`src/rtl/load_insn_dispatch_if.sv`:
```
// Load-queue read port and load-engine issue handshake seen by the load dispatcher.
interface load_insn_dispatch_if #(
    parameter int DATA_WIDTH = 128
);
    logic                  q_empty_i;
    logic                  q_rd_en_o;
    logic [DATA_WIDTH-1:0] q_rd_data_i;
    logic                  insn_valid_o;
    logic                  insn_ready_i;
    logic [DATA_WIDTH-1:0] insn_data_o;
    logic                  insn_done_i;

    modport master (
        input  q_empty_i, q_rd_data_i, insn_ready_i, insn_done_i,
        output q_rd_en_o, insn_valid_o, insn_data_o
    );
    modport slave (
        output q_empty_i, q_rd_data_i, insn_ready_i, insn_done_i,
        input  q_rd_en_o, insn_valid_o, insn_data_o
    );
endinterface

```
`src/rtl/load_insn_dispatch.sv`:
```
// Load-stage dispatcher: pops VTA insns, resolves g2l tokens, issues one load at a time, emits l2g.
// Optional issue/stall counters are built when LOAD_DISPATCH_STATS_EN is defined.
module load_insn_dispatch #(
    parameter int DATA_WIDTH = 128,
    parameter int TOKEN_W    = 8
) (
    input  logic                 ap_clk,
    input  logic                 ap_rst_n,
    load_insn_dispatch_if.master bus,
    input  logic                 g2l_token_i,
    output logic                 l2g_token_o,
    output logic [TOKEN_W-1:0]   token_cnt_o,
    output logic                 busy_o,
    output logic                 err_o
`ifdef LOAD_DISPATCH_STATS_EN
    ,
    output logic [31:0]          issued_cnt_o,
    output logic [31:0]          stall_cnt_o
`endif
);
    typedef enum logic [2:0] {S_IDLE, S_CAPT, S_DEP, S_ISSUE, S_EXEC, S_PUSH} state_t;

    state_t                state, state_nxt;
    logic [DATA_WIDTH-1:0] insn_q;
    logic [TOKEN_W-1:0]    cnt_q;
    logic                  err_q;
    logic                  is_load, pop_next, push_next;
    logic                  tok_avail, tok_wait, tok_dec, tok_sat;

    assign is_load   = (insn_q[2:0] == 3'd0);
    assign pop_next  = insn_q[4];
    assign push_next = insn_q[6];

    // A token arriving this cycle can satisfy the dependency immediately.
    assign tok_avail = (cnt_q != '0) || g2l_token_i;
    assign tok_wait  = (state == S_DEP) && pop_next && !tok_avail;
    assign tok_dec   = (state == S_DEP) && pop_next && tok_avail;
    assign tok_sat   = g2l_token_i && !tok_dec && (cnt_q == '1);

    always_ff @(posedge ap_clk) begin
        if (!ap_rst_n) state <= S_IDLE;
        else           state <= state_nxt;
    end

    always_comb begin
        state_nxt = state;
        case (state)
            S_IDLE:  if (!bus.q_empty_i) state_nxt = S_CAPT;
            S_CAPT:  state_nxt = S_DEP;
            S_DEP:   if (!tok_wait) state_nxt = is_load ? S_ISSUE : S_PUSH;
            S_ISSUE: if (bus.insn_ready_i) state_nxt = S_EXEC;
            S_EXEC:  if (bus.insn_done_i) state_nxt = S_PUSH;
            S_PUSH:  state_nxt = S_IDLE;
            default: state_nxt = S_IDLE;
        endcase
    end

    // Read strobe is gated by reset so a held reset never drains the queue.
    always_comb begin
        bus.q_rd_en_o    = 1'b0;
        bus.insn_valid_o = 1'b0;
        l2g_token_o      = 1'b0;
        busy_o           = (state != S_IDLE);
        case (state)
            S_IDLE:  bus.q_rd_en_o = !bus.q_empty_i && ap_rst_n;
            S_ISSUE: bus.insn_valid_o = 1'b1;
            S_PUSH:  l2g_token_o = push_next;
            default: ;
        endcase
    end

    always_ff @(posedge ap_clk) begin
        if (!ap_rst_n)            insn_q <= '0;
        else if (state == S_CAPT) insn_q <= bus.q_rd_data_i;
    end

    always_ff @(posedge ap_clk) begin
        if (!ap_rst_n) begin
            cnt_q <= '0;
            err_q <= 1'b0;
        end else if (tok_sat) begin
            err_q <= 1'b1;
        end else begin
            cnt_q <= cnt_q + TOKEN_W'(g2l_token_i) - TOKEN_W'(tok_dec);
        end
    end

    assign bus.insn_data_o = insn_q;
    assign token_cnt_o     = cnt_q;
    assign err_o           = err_q;

`ifdef LOAD_DISPATCH_STATS_EN
    always_ff @(posedge ap_clk) begin
        if (!ap_rst_n) begin
            issued_cnt_o <= '0;
            stall_cnt_o  <= '0;
        end else begin
            if (bus.insn_valid_o && bus.insn_ready_i) issued_cnt_o <= issued_cnt_o + 32'd1;
            if (tok_wait)                             stall_cnt_o  <= stall_cnt_o + 32'd1;
        end
    end
`endif
endmodule
```
`src/flat_wrapper.sv`:
```
// flat-port wrapper written by rule: the top's interface ports become plain ports
module load_insn_dispatch_flat 
#(
    parameter int DATA_WIDTH = 128,
    parameter int TOKEN_W    = 8
)
  (ap_clk, ap_rst_n, g2l_token_i, l2g_token_o, token_cnt_o, busy_o, err_o, bus_q_empty_i, bus_q_rd_data_i, bus_insn_ready_i, bus_insn_done_i, bus_q_rd_en_o, bus_insn_valid_o, bus_insn_data_o);
  load_insn_dispatch_if #(.DATA_WIDTH(DATA_WIDTH)) bus_i ();
  input  logic ap_clk;
  input  logic ap_rst_n;
  input  logic g2l_token_i;
  output logic l2g_token_o;
  output logic [TOKEN_W-1:0] token_cnt_o;
  output logic busy_o;
  output logic err_o;
  input wire logic [$bits(bus_i.q_empty_i)-1:0] bus_q_empty_i;
  input wire logic [$bits(bus_i.q_rd_data_i)-1:0] bus_q_rd_data_i;
  input wire logic [$bits(bus_i.insn_ready_i)-1:0] bus_insn_ready_i;
  input wire logic [$bits(bus_i.insn_done_i)-1:0] bus_insn_done_i;
  output wire logic [$bits(bus_i.q_rd_en_o)-1:0] bus_q_rd_en_o;
  output wire logic [$bits(bus_i.insn_valid_o)-1:0] bus_insn_valid_o;
  output wire logic [$bits(bus_i.insn_data_o)-1:0] bus_insn_data_o;
  assign bus_i.q_empty_i = bus_q_empty_i;
  assign bus_i.q_rd_data_i = bus_q_rd_data_i;
  assign bus_i.insn_ready_i = bus_insn_ready_i;
  assign bus_i.insn_done_i = bus_insn_done_i;
  assign bus_q_rd_en_o = bus_i.q_rd_en_o;
  assign bus_insn_valid_o = bus_i.insn_valid_o;
  assign bus_insn_data_o = bus_i.insn_data_o;
  load_insn_dispatch #(.DATA_WIDTH(DATA_WIDTH), .TOKEN_W(TOKEN_W)) u_core (.ap_clk(ap_clk), .ap_rst_n(ap_rst_n), .bus(bus_i), .g2l_token_i(g2l_token_i), .l2g_token_o(l2g_token_o), .token_cnt_o(token_cnt_o), .busy_o(busy_o), .err_o(err_o));
endmodule
```
`config.mk`:
```
export PLATFORM = sky130hd
export DESIGN_NAME = load_insn_dispatch_flat
export DESIGN_NICKNAME = d
export VERILOG_FILES = /design/src/rtl/load_insn_dispatch_if.sv /design/src/rtl/load_insn_dispatch.sv /design/src/flat_wrapper.sv
export SDC_FILE = /design/constraint.sdc
export NUM_CORES = 1
export LEC_CHECK = 0
export BUFFER_PORTS_ARGS = -buffer_cell sky130_fd_sc_hd__buf_2
export CORE_ASPECT_RATIO = 0.7
export CORE_UTILIZATION = 30
export CTS_CLUSTER_DIAMETER = 30
export CTS_CLUSTER_SIZE = 8
export DETAILED_ROUTE_END_ITERATION = 10
export GPL_ROUTABILITY_DRIVEN = 0
export PLACE_DENSITY = 0.63
export SYNTH_ARGS = -nofsm -noshare
export SYNTH_HDL_FRONTEND = slang
export SYNTH_SLANG_ARGS = --single-unit
```
`constraint.sdc`:
```
create_clock -name ap_clk -period 4.3 [get_ports ap_clk]
set_input_delay 0.86 -clock ap_clk [delete_from_list [all_inputs] [get_ports ap_clk]]
set_output_delay 0.86 -clock ap_clk [all_outputs]
set_load 0.02 [all_outputs]
```
## Yosys cells after proc, flatten, opt, wreduce, memory -nomap -nowiden

Cells that the tools add are included.

- Magnitude comparators: 0
- Divide/modulo/power cells: 0
- Equality and inequality tests: 10
- Shift operators: 0
- Bitwise logic cells: 0
- Add/subtract/negate cells: 2
- Mux-type cells: 9
- Reduce and logical (&&, ||, !) cells: 15
- Multiply operators: 0

Operator list:

| kind | count |
|---|---|
| 3-bit two-way mux | 5 |
| 3-bit one-hot mux with 5 select lines | 1 |
| 8-bit by 1-bit adder with 8-bit output | 1 |
| 8-bit equality test, second input constant | 1 |
| 2-bit inequality test, second input constant | 4 |
| 8-bit nonzero test | 1 |
| 8-bit by 1-bit subtractor with 8-bit output | 1 |
| 3-bit by 2-bit equality test with 1-bit output, second input constant | 2 |
| 3-bit equality test, second input constant | 2 |
| 1-bit logical AND | 6 |
| 3-bit zero test | 2 |
| 4-bit AND reduction | 1 |
| 3-bit by 1-bit equality test with 1-bit output, second input constant | 1 |
| 1-bit zero test | 3 |
| 1-bit two-way mux | 3 |
| 3-bit nonzero test | 1 |
| 1-bit logical OR | 1 |

- Latch bits: 0
- Output and inout bits: 141
- Bits in read-only memories: 0
- Input bits: 134
- Register bits: 140
- Bits in writable memories: 0
- Memories: 0

## Longest topological paths before layout

- Depth after elaboration: 6
- Depth in mapped cells: 13
- Depth with buffers taken out: 13

## Least setup slack after synthesis

Ideal clock, no wire load.

- Path kind: input -> register
- Start point: input port g2l_token_i
- End point: register u_core.cnt_q[6], in the netlist u_core.token_cnt_o[6]
- Arrival: 2,767 ps
- Required time: 4,170 ps
- Path slack: 1,403 ps
- Cell stages on the path: 11
- Cell sequence: nor4b_1 -> a31oi_1 -> ha_1 -> inv_1 -> ha_1 -> inv_1 -> fa_1 -> nor2b_1 -> o211ai_1 -> a211oi_1 -> o31ai_1

- Longest elaborated chain between the ends: 5
- Elaborated cells between the ends (all ways): 7
- Classes of those cells: add/sub (2); reduce/logical (5)

RTL lines:

| what | line | source |
|---|---|---|
| start: declaration | flat_wrapper.sv:11 | `input logic g2l_token_i;` |
| branches (longest 5 deep; another with 8-bit by 1-bit adder with 8-bit output) | n/a |  |
| end signal: assignment | load_insn_dispatch.sv:84 | `cnt_q <= cnt_q + TOKEN_W'(g2l_token_i) - TOKEN_W'(tok_dec);` |
| end: declaration | load_insn_dispatch.sv:25 | `logic [TOKEN_W-1:0] cnt_q;` |

Several ways; the timed one is not identified.
A chain may end at the register's enable or synchronous reset.

## Worst setup path after layout

- Start point: register u_core.cnt_q[4], in the netlist u_core.token_cnt_o[4]
- End point: register u_core.cnt_q[6], in the netlist u_core.token_cnt_o[6]

- Longest elaborated chain between the ends: 6
- Elaborated cells between the ends (all ways): 9
- Classes of those cells: add/sub (2); eq/ne (1); reduce/logical (6)

RTL lines:

| what |
|---|
| branches (longest 6 deep; another with 8-bit by 1-bit adder with 8-bit output) |

Several ways; the timed one is not identified.

==> results by group <==
Run status
  • Status: finished, final reports clean

Logic synthesis
  • Syn. warnings: 0
  • Post-Synthesis Cells: 679
  • Yosys reg bits: 140
  • Synth top area share: 51.6%
  • Most frequent cell after synthesis: nand2_1
  • Fraction of registers with async set/reset: 0%
  • Mapped Area: 5430 um^2
  • Post-synthesis sequential area ratio: 51.6%
  • Most frequent cells after synthesis: nand2_1 (264), dfxtp_1 (140), a21oi_1 (135), buf_2 (26), clkbuf_1 (16)
  • Main synth FF type: dfxtp_1
  • Avg Cell Area, Syn: 8.00 um^2
  • Syn_nets: 828
  • Number of flops mapped to enable cells by yosys: 0
  • Netlist cell types: 47
  • Cell taking the most area after synthesis: dfxtp_1
  • Top post-synthesis cells by area: dfxtp_1 (52%), nand2_1 (18%), a21oi_1 (12%)

Route
  • TritonRoute pass-1 iters: 4
  • DR iter-0 viols: 383
  • DR top layer: met4
  • DR DRC count: 0
  • Wirelength per Cell: 13.1 um
  • Met2 WL: 6510 um
  • Routed metal-1 wirelength: 7210 um
  • Post-DRT Antenna Nets: 0
  • Via count: 5339
  • Final WL: 15300 um
  • Vias/cell: 4.55
  • WL met3: 1420 um

Finish
  • Multi-input gate area: 2360 um^2
  • Final Core Density: 43.1%
  • Number of diodes: 0
  • Final non-filler cell total: 1174
  • Reg area: 2800 um^2
  • Fillers: 1795
  • Ratio of cells with drive above 1 in the final layout: 33.7%
  • Area Overhead vs Synth: 38.3%
  • Final layout net count: 1079

Power and ir drop
  • VDD IR max: 369 uV
  • P per Cell Area: 759 nW/um^2
  • Leak pwr: 3.49 nW

CTS
  • CTS Sinks: 140
  • Cts bufs inserted: 17
  • CTS Buffer Depth: 2
  • TritonCTS clock tree: yes
  • Htree depth: 4
  • CTS clk-pin slew, worst paths: 0.06 ns
  • Setup Fix Bufs, Post-CTS: 0
  • # hold bufs at CTS: 0
  • Clock root cell: clkbuf_16
  • Clock Latency Late Sink: 0.41 ns
  • Post_cts resized: 0

Timing
  • Slew Limit Fails: 0
  • Final WS setup: 1.41 ns
  • Max Freq: 0.346 GHz
  • Final period util: 67.2%
  • Max-Slew Margin vs Limit: 24.3%
  • RSZ-0062 raised after global routing: no
  • Final setup viols: 0
  • Setup TNS: 0 ns
  • Hold Vio Cnt, Final: 0
  • Period minus WS final: 2.89 ns
  • Worst Tran Pin Value: 1.14 ns
  • Post-Route Skew: 0.00771 ns

Worst setup path
  • CP max stage cell: fa_1
  • WP data arrival: 3.15 ns
  • Worst Path Required: 4.56 ns
  • Crit Path Class: reg -> reg
  • Crit-path cells: inv_1, ha_1, nor4b_1, a31oi_1, ha_1, inv_1, ha_1, inv_1, fa_1, nor2b_1, o211ai_1, a211oi_1, o31ai_1
  • Startpoint Class: flop
  • Critical path peak fanout: 5
  • Crit-path max cell delay: 0.40 ns
  • CP endpoint kind: flop

Global routing
  • GRT Residual Overflow: 0
  • Antenna violations before repair: 0
  • Pin count of the biggest net entering global routing: 99
  • GRT Total Usage: 16.1%
  • Vias in the first global route: 4937
  • First-pass GRT wire length: 24000 um

Floorplanning
  • Rows: 40
  • Die Width: 163 um
  • Initial Util: 31.2%
  • Die height: 115 um
  • Die area: 18700 um^2
  • Core Area: 17400 um^2
  • Num ports: 275

Hold path
  • Worst hold path class: reg -> reg

Placed design
  • Pre-CTS setup slack: 1.02 ns
  • HPWL Detailed: 10700 um
  • Dpl cells: 1142
  • Number of port buffers: 274

Run
  • Max-cap violations: 0
-- final timing paths --
path | start | endpoint | slack, ns | depth (start not counted)
max | u_core.token_cnt_o[4] | u_core.token_cnt_o[6] | 1.41 | 13
min reg2reg | u_core.bus.insn_data_o[47] | u_core.bus.insn_data_o[47] | 0.45 | 2
max reg2reg | u_core.token_cnt_o[4] | u_core.token_cnt_o[6] | 1.41 | 13
min | u_core.bus.insn_data_o[47] | u_core.bus.insn_data_o[47] | 0.45 | 2
-- cells in the final DEF (no fill, tap or decap), types with 5 or more instances in the layout --
cell type	Yosys	final
clkbuf_16	0	17
nand2_1	264	264
ha_1	14	14
dfxtp_1	140	140
a21oi_1	135	135
buf_4	5	5
buf_2	26	274
inv_1	12	12
nor2_1	8	7
-- worst max-delay path, delay by kind of cell (launching register included) --
kind,cells,cell delay [ns]
DFF,1,0.35
and+or+nand+nor,2,0.54
adders and majority gates,4,1.00
buffers and inverters,3,0.22
AOI/OAI and AO/OA,4,0.63
-- area by class of cell --
| cell class | count | area share (%) |
|---|---|---|
| flip-flops and latches | 140 | 37.3 |
| multi-input cells | 479 | 31.4 |
| repair buffers | 279 | 18.8 |
| clock buffers | 19 | 5.76 |
| well taps | 231 | 3.85 |
| clock inverters | 13 | 2.22 |
| inverters | 13 | 0.683 |
-- routing by layer --
layer,GRT usage (%),vias to the layer above
li1,-,2728
met1,20.6,2383
met2,24.9,213
met3,6.12,15
met4,5.05,0
met5,0,-
-- through the flow --
step,hold slack (ns),total power [mW],area (um^2)
floorplan,0.533,3.58,5430
global route,0.466,6.10,7510
global placement,0.438,4.23,6910
finish,0.449,5.70,7510
CTS,0.451,5.77,7510
detailed placement,0.444,4.25,6910
-- flip-flops by register name, summed over array words and instances (netlist names) --
signal and flops:
u_core.bus.insn_data_o 128, u_core.state 3, u_core.err_o 1, u_core.token_cnt_o 8
-- power by group --
part | switching [mW] | internal, mW | total (mW) | leakage [nW]
Clock | 0.578 | 0.918 | 1.50 | 0.284
Sequential | 0.225 | 1.65 | 1.88 | 1.15
Combinational | 1.52 | 0.811 | 2.33 | 2.06
-- kinds of logic after synthesis --
kind of cell / after synthesis / synth area share (%)
muxes: 1 / 0.184
DFF: 140 / 51.6
adders and majority gates: 15 / 3.59
buffers and inverters: 60 / 5.09
AOI/OAI and AO/OA: 158 / 16.1
xor gates and xnor gates: 3 / 0.484
and+or+nand+nor: 302 / 23.0
Power figures use the tool's default switching activity.
